<file path="src/rtl/preif_stage.sv">
// Pre-IF stage: picks the next fetch PC, drives the instruction SRAM request
// and hands accepted fetch PCs (or a fetch address error) to IF.
module preif_stage #(
    parameter logic [31:0] RESET_PC      = 32'h1C000000,
    parameter logic [5:0]  ECODE_ADE     = 6'h08,
    parameter logic [8:0]  ESUBCODE_ADEF = 9'h000
) (
    input  logic        clk,
    input  logic        reset,
    input  logic        br_taken,
    input  logic [31:0] br_target,
    input  logic        wb_ex,
    input  logic [31:0] ex_entry,
    input  logic        ertn_flush,
    input  logic [31:0] ex_ra,
    output logic        inst_sram_req,
    output logic        inst_sram_wr,
    output logic [1:0]  inst_sram_size,
    output logic [3:0]  inst_sram_wstrb,
    output logic [31:0] inst_sram_wdata,
    output logic [31:0] inst_sram_addr,
    input  logic        inst_sram_addr_ok,
    input  logic        IF_allowin,
    output logic        preif_to_if_valid,
    output logic [31:0] preif_to_if_pc,
    output logic        preif_to_if_ex,
    output logic [14:0] preif_to_if_ex_code,
    output logic        preif_to_if_cancel
);

    typedef enum logic [1:0] {
        S_IDLE,
        S_HOLD,
        S_WAIT
    } state_t;

    state_t      state, state_nxt;
    logic [31:0] pc_r;
    logic [31:0] hold_addr;
    logic [31:0] redir_pc;
    logic        redir_valid;
    logic        discard;

    logic        live_redir;
    logic [31:0] live_target;
    logic [31:0] nextpc;
    logic        adef;

    logic        req_c;
    logic [31:0] addr_c;
    logic        valid_c;
    logic [31:0] pc_c;
    logic        ex_c;
    logic        cancel_c;
    logic        commit_c;

    always_comb begin
        live_redir  = wb_ex | ertn_flush | br_taken;
        live_target = wb_ex      ? ex_entry :
                      ertn_flush ? ex_ra    : br_target;
        nextpc      = live_redir  ? live_target :
                      redir_valid ? redir_pc    : pc_r + 32'd4;
        adef        = |nextpc[1:0];
    end

    // NOTE: every output of this block gets a default first so no latch is inferred.
    always_comb begin
        state_nxt = state;
        req_c     = 1'b0;
        addr_c    = '0;
        valid_c   = 1'b0;
        pc_c      = '0;
        ex_c      = 1'b0;
        cancel_c  = 1'b0;
        commit_c  = 1'b0;
        unique case (state)
            S_IDLE: begin
                req_c  = IF_allowin & ~adef;
                addr_c = {nextpc[31:2], 2'b00};
                if (req_c) begin
                    commit_c = 1'b1;
                    if (inst_sram_addr_ok) begin
                        valid_c = 1'b1;
                        pc_c    = nextpc;
                    end else begin
                        state_nxt = S_HOLD;
                    end
                end else if (IF_allowin) begin
                    commit_c = 1'b1;
                    valid_c  = 1'b1;
                    ex_c     = 1'b1;
                    pc_c     = nextpc;
                end
            end
            S_HOLD: begin
                req_c  = 1'b1;
                addr_c = hold_addr;
                if (inst_sram_addr_ok) begin
                    if (discard | live_redir) begin
                        cancel_c  = 1'b1;
                        state_nxt = S_IDLE;
                    end else if (IF_allowin) begin
                        valid_c   = 1'b1;
                        pc_c      = hold_addr;
                        state_nxt = S_IDLE;
                    end else begin
                        state_nxt = S_WAIT;
                    end
                end
            end
            S_WAIT: begin
                if (IF_allowin) begin
                    state_nxt = S_IDLE;
                    if (discard | live_redir) begin
                        cancel_c = 1'b1;
                    end else begin
                        valid_c = 1'b1;
                        pc_c    = hold_addr;
                    end
                end
            end
            default: state_nxt = S_IDLE;
        endcase
    end

    always_ff @(posedge clk) begin
        if (reset) begin
            state       <= S_IDLE;
            pc_r        <= RESET_PC - 32'd4;
            hold_addr   <= '0;
            redir_pc    <= '0;
            redir_valid <= 1'b0;
            discard     <= 1'b0;
        end else begin
            state <= state_nxt;
            if (commit_c) begin
                pc_r        <= nextpc;
                hold_addr   <= nextpc;
                redir_valid <= 1'b0;
            end
            if (live_redir && (state != S_IDLE || !IF_allowin)) begin
                redir_pc    <= live_target;
                redir_valid <= 1'b1;
            end
            if (live_redir && state != S_IDLE)
                discard <= 1'b1;
            // The cancel pulse consumes the stale flag, even if a redirect lands on the same cycle.
            if (cancel_c)
                discard <= 1'b0;
        end
    end

    assign inst_sram_req       = req_c & ~reset;
    assign inst_sram_addr      = reset ? '0 : addr_c;
    assign inst_sram_wr        = 1'b0;
    assign inst_sram_size      = 2'd2;
    assign inst_sram_wstrb     = 4'h0;
    assign inst_sram_wdata     = '0;
    assign preif_to_if_valid   = valid_c & ~reset;
    assign preif_to_if_pc      = reset ? '0 : pc_c;
    assign preif_to_if_ex      = ex_c & ~reset;
    assign preif_to_if_ex_code = preif_to_if_ex ? {ESUBCODE_ADEF, ECODE_ADE} : 15'd0;
    assign preif_to_if_cancel  = cancel_c & ~reset;

endmodule

</file>
<file path="config.mk">
export PLATFORM = sky130hd
export DESIGN_NAME = preif_stage
export DESIGN_NICKNAME = d
export VERILOG_FILES = /design/src/rtl/preif_stage.sv
export SDC_FILE = /design/constraint.sdc
export NUM_CORES = 1
export LEC_CHECK = 0
export ABC_AREA = 1
export CORE_MARGIN = 4
export CORE_UTILIZATION = 40
export CTS_CLUSTER_SIZE = 25
export DETAILED_ROUTE_END_ITERATION = 8
export MAX_ROUTING_LAYER = met4
export PLACE_DENSITY = 0.75
export SYNTH_ARGS = -nofsm -noshare
export SYNTH_HDL_FRONTEND = slang
export SYNTH_SLANG_ARGS = --single-unit
</file>
<file path="constraint.sdc">
create_clock -name clk -period 1.95 [get_ports clk]
set_clock_uncertainty 0.2 [all_clocks]
set_input_delay 0.39 -clock clk [delete_from_list [all_inputs] [get_ports clk]]
set_output_delay 0.39 -clock clk [all_outputs]
set_load 0.005 [all_outputs]
</file>
==> results.yml <==
clocking:
  clock-sinks: 94
  cts_tree: "yes"
  clk_path_buf_depth: 2
  cts.clk_slew.worst_paths_ns: 0.07
  hold_buffers: 0
  cts_root_buffer: "clkbuf_16"
  numCtsBuffers: 9
  h-tree-depth: 3
  clkLatencyLatePin_ns: 0.37
final_layout:
  nFillCells: 766
  layout_common_cells: "nand2_1, buf_4, buf_6, clkdlybuf4s50_1, nand2_2"
  layout_commonest_cell: "nand2_1"
  drive_gt1_share_pct: 53.9
  diodes: 0
  fin_util_pct: 84.0
  area_delta_synth_final_pct: 104
  nNetsFinal: 1621
  final_cell_area_mm2: 0.0134
yosys:
  ys_async_sr_fraction_pct: 0
  seq_area_frac_synth_pct: 28.5
  ys_types: 41
  synth_cells: 1071
  synth_seq_cells: 94
  synth_area_mm2: 0.00659
  avgSynthCellArea_um2: 6.15
  yosys_warnings: 0
  synth_edf_count: 0
  synth_flop_cell: "dfxtp_1"
placement:
  placed_cell_area_mm2: 0.00986
  numPortBuffers: 171
  globalplace.congestion: 0.976
  dp_hpwl_um: 20200
detailed_routing:
  firstDrtPassIters: 6
  drt_iter0_drc: 1703
  drt_wl_total_um: 44400
  drc: 0
  viasPerCell: 6.37
  wl_per_cell_um: 25.6
  postRouteAntennaNets: 0
  route.vias.total: 11000
setup_path:
  critPathCaptureType: "output port"
  worst_path_max_delay_cell: "dfxtp_4"
  path_common_cell: "nand2_4"
  rrSetupSlack_ns: -0.41
  startpoint: "pc_r[2]"
  r2r-start: "pc_r[2]"
  rr_worst_depth: 12
  path_max_fanout: 4
  timing.rr.end: "hold_addr[18]"
  critPathMaxStageDelay_ns: 0.40
  crit_required_ns: 1.36
  cp_cell_sequence: "ha_4 > nand2_4 > nor2_4 > nand2_4 > o21ai_2 > nand3_2 > nand2_1 > o21ai_1 > buf_4 > inv_4 > o22ai_2 > buf_2"
  critPathLaunchType: "flop"
  critPathKind: "reg -> out"
  cp.arrival_ns: 2.43
sta:
  worstMarginPinSlew_ns: 0.878
  relSlewSlack_pct: 40.9
  finalCritPeriodShare_pct: 155
  drv_slew: 0
  finalHoldViolations: 0
  final.setup.worst_slack_ns: -1.07
  fin_crit_ns: 3.02
  setup_viol: 158
  rsz0062_at_grt: "true"
  max_freq_mhz: 331
power:
  p_per_area_mw_per_mm2: 927
  leakage_nw: 6.09
  ir_drop_uv: 963
global_routing:
  grt_pass1_wl_um: 49000
  grt_max_degree: 41
  grt_pass1_vias: 9413
  grt_usage_pct: 35.0
  antenna_found_initial: 0
  grt-ovfl-total: 0
floorplan:
  die_width_um: 136
  fp.dieH_um: 136
  dieArea_mm2: 0.0186
  fp-row-count: 46
  core_area_mm2: 0.0160
  io_pins: 225
  start_util_pct: 41.2
hold_path:
  hold_path_class: "reg -> reg"
  hold_end: "hold_addr[8]"
  hold_depth: 2
  hold_start: "hold_addr[8]"
run_status:
  violations: "setup timing"
  status: "finished with violations"
run:
  maxCapViolations: 0
## synth_stat cells (2+ instances only)
cell type  instances  area, um^2
a21oi_1          103         515
a22oi_1           13        97.6
a32oi_1            2        17.5
and2_1             2        12.5
buf_1              4        15.0
buf_2             20         100
buf_4             59         443
buf_6              3        33.8
clkbuf_1          30         113
conb_1             2        7.51
dfxtp_1           94        1880
ha_1               5        62.6
inv_1             66         248
inv_2              6        22.5
nand2_1          298        1120
nand2_2            5        31.3
nand3_1          112         561
nand4_1            3        18.8
nor2_1            71         267
nor2_2             6        37.5
nor2_4             3        33.8
nor3_1             2        10.0
o211ai_1           9        67.6
o21ai_0           90         450
o21ai_1            3        15.0
o22ai_1           33         206
or2_1              2        12.5
or2_2              9        56.3
xnor2_1            2        17.5
xor2_1             3        26.3
## worst max-delay path, delay by kind of cell (launching register included)
family / cells / cell delay, ns
and+or+nand+nor: 5 / 0.73
buffers and inverters: 3 / 0.37
AOI/OAI and AO/OA: 3 / 0.36
adders and majority gates: 1 / 0.20
DFF: 1 / 0.40
## kinds of logic (layout without fill, tap and decap cells)
family          count (synthesis)  in the layout  share of synthesized area (%)
xor+xnor                        5              5                          0.665
fa+ha+maj                       5              5                          0.949
flops                          94             94                           28.5
other cells                     2             53                          0.114
buf+inv                       190            586                           14.9
compound gates                258            258                           21.4
simple gates                  517            517                           33.4
## layer usage
metal	track usage, %	vias up	routed length (um)
li1	-	4347	-
met1	37.9	5074	14200
met2	58.7	1148	19800
met3	7.07	472	5510
met4	21.9	0	4910
met5	-	-	0
## how the worst max path moves through the flow
stage,slack (ns),to,cells past startpoint
finish,-1.07,inst_sram_addr[18],12
global route,-1.11,inst_sram_addr[18],12
CTS,-0.79,preif_to_if_pc[22],13
detailed placement,-1.32,preif_to_if_pc[29],14
floorplan,-0.11,preif_to_if_pc[30],12
global placement,-1.23,preif_to_if_pc[31],14
## sequential cells by signal, indices dropped and copies added, names as in the netlist
name / cells
discard: 1
state: 2
redir_valid: 1
redir_pc: 32
pc_r: 32
hold_addr: 26
## stage by stage
stage	setup slack [ns]	power [mW]	std cells	hold slack (ns)	TNS [ns]
4_1_cts	-0.785	10.1	1685	0.278	-42.41
3_3_place_gp	-1.23	6.80	1579	0.262	-114.69
2_1_floorplan	-0.108	4.69	1122	0.244	-2.23
3_5_place_dp	-1.32	6.86	1579	0.271	-121.89
6_report	-1.07	12.5	1734	0.282	-66.49
5_1_grt	-1.11	12.7	1734	0.307	-69.89
## area by class of cell
cell class              instances  area [um^2]  area share, %
flip-flops and latches         94         1940           14.4
repair inverters                1         7.51         0.0558
inverters                      74          347           2.58
repair buffers                495         4790           35.6
clock buffers                  10          239           1.78
multi-input cells             838         5760           42.9
well taps                     216          270           2.01
clock inverters                 6         92.6          0.689
## power by group
part	switching (mW)	internal [mW]	total (mW)	leakage, nW
clock network	0.905	1.17	2.07	0.155
registers	0.389	2.32	2.71	0.778
logic	4.20	3.48	7.68	5.16
total	5.49	6.96	12.5	6.09
## timing repair
action                                 4_1_cts  5_1_grt
endpoints found under the hold margin        0        0
resized for setup                          616      331
setup endpoints to repair                  152      138
gates cloned                                 6        9
buffers inserted                            88       64
pin swaps                                  133      161
(Power assumes the default switching activity.)
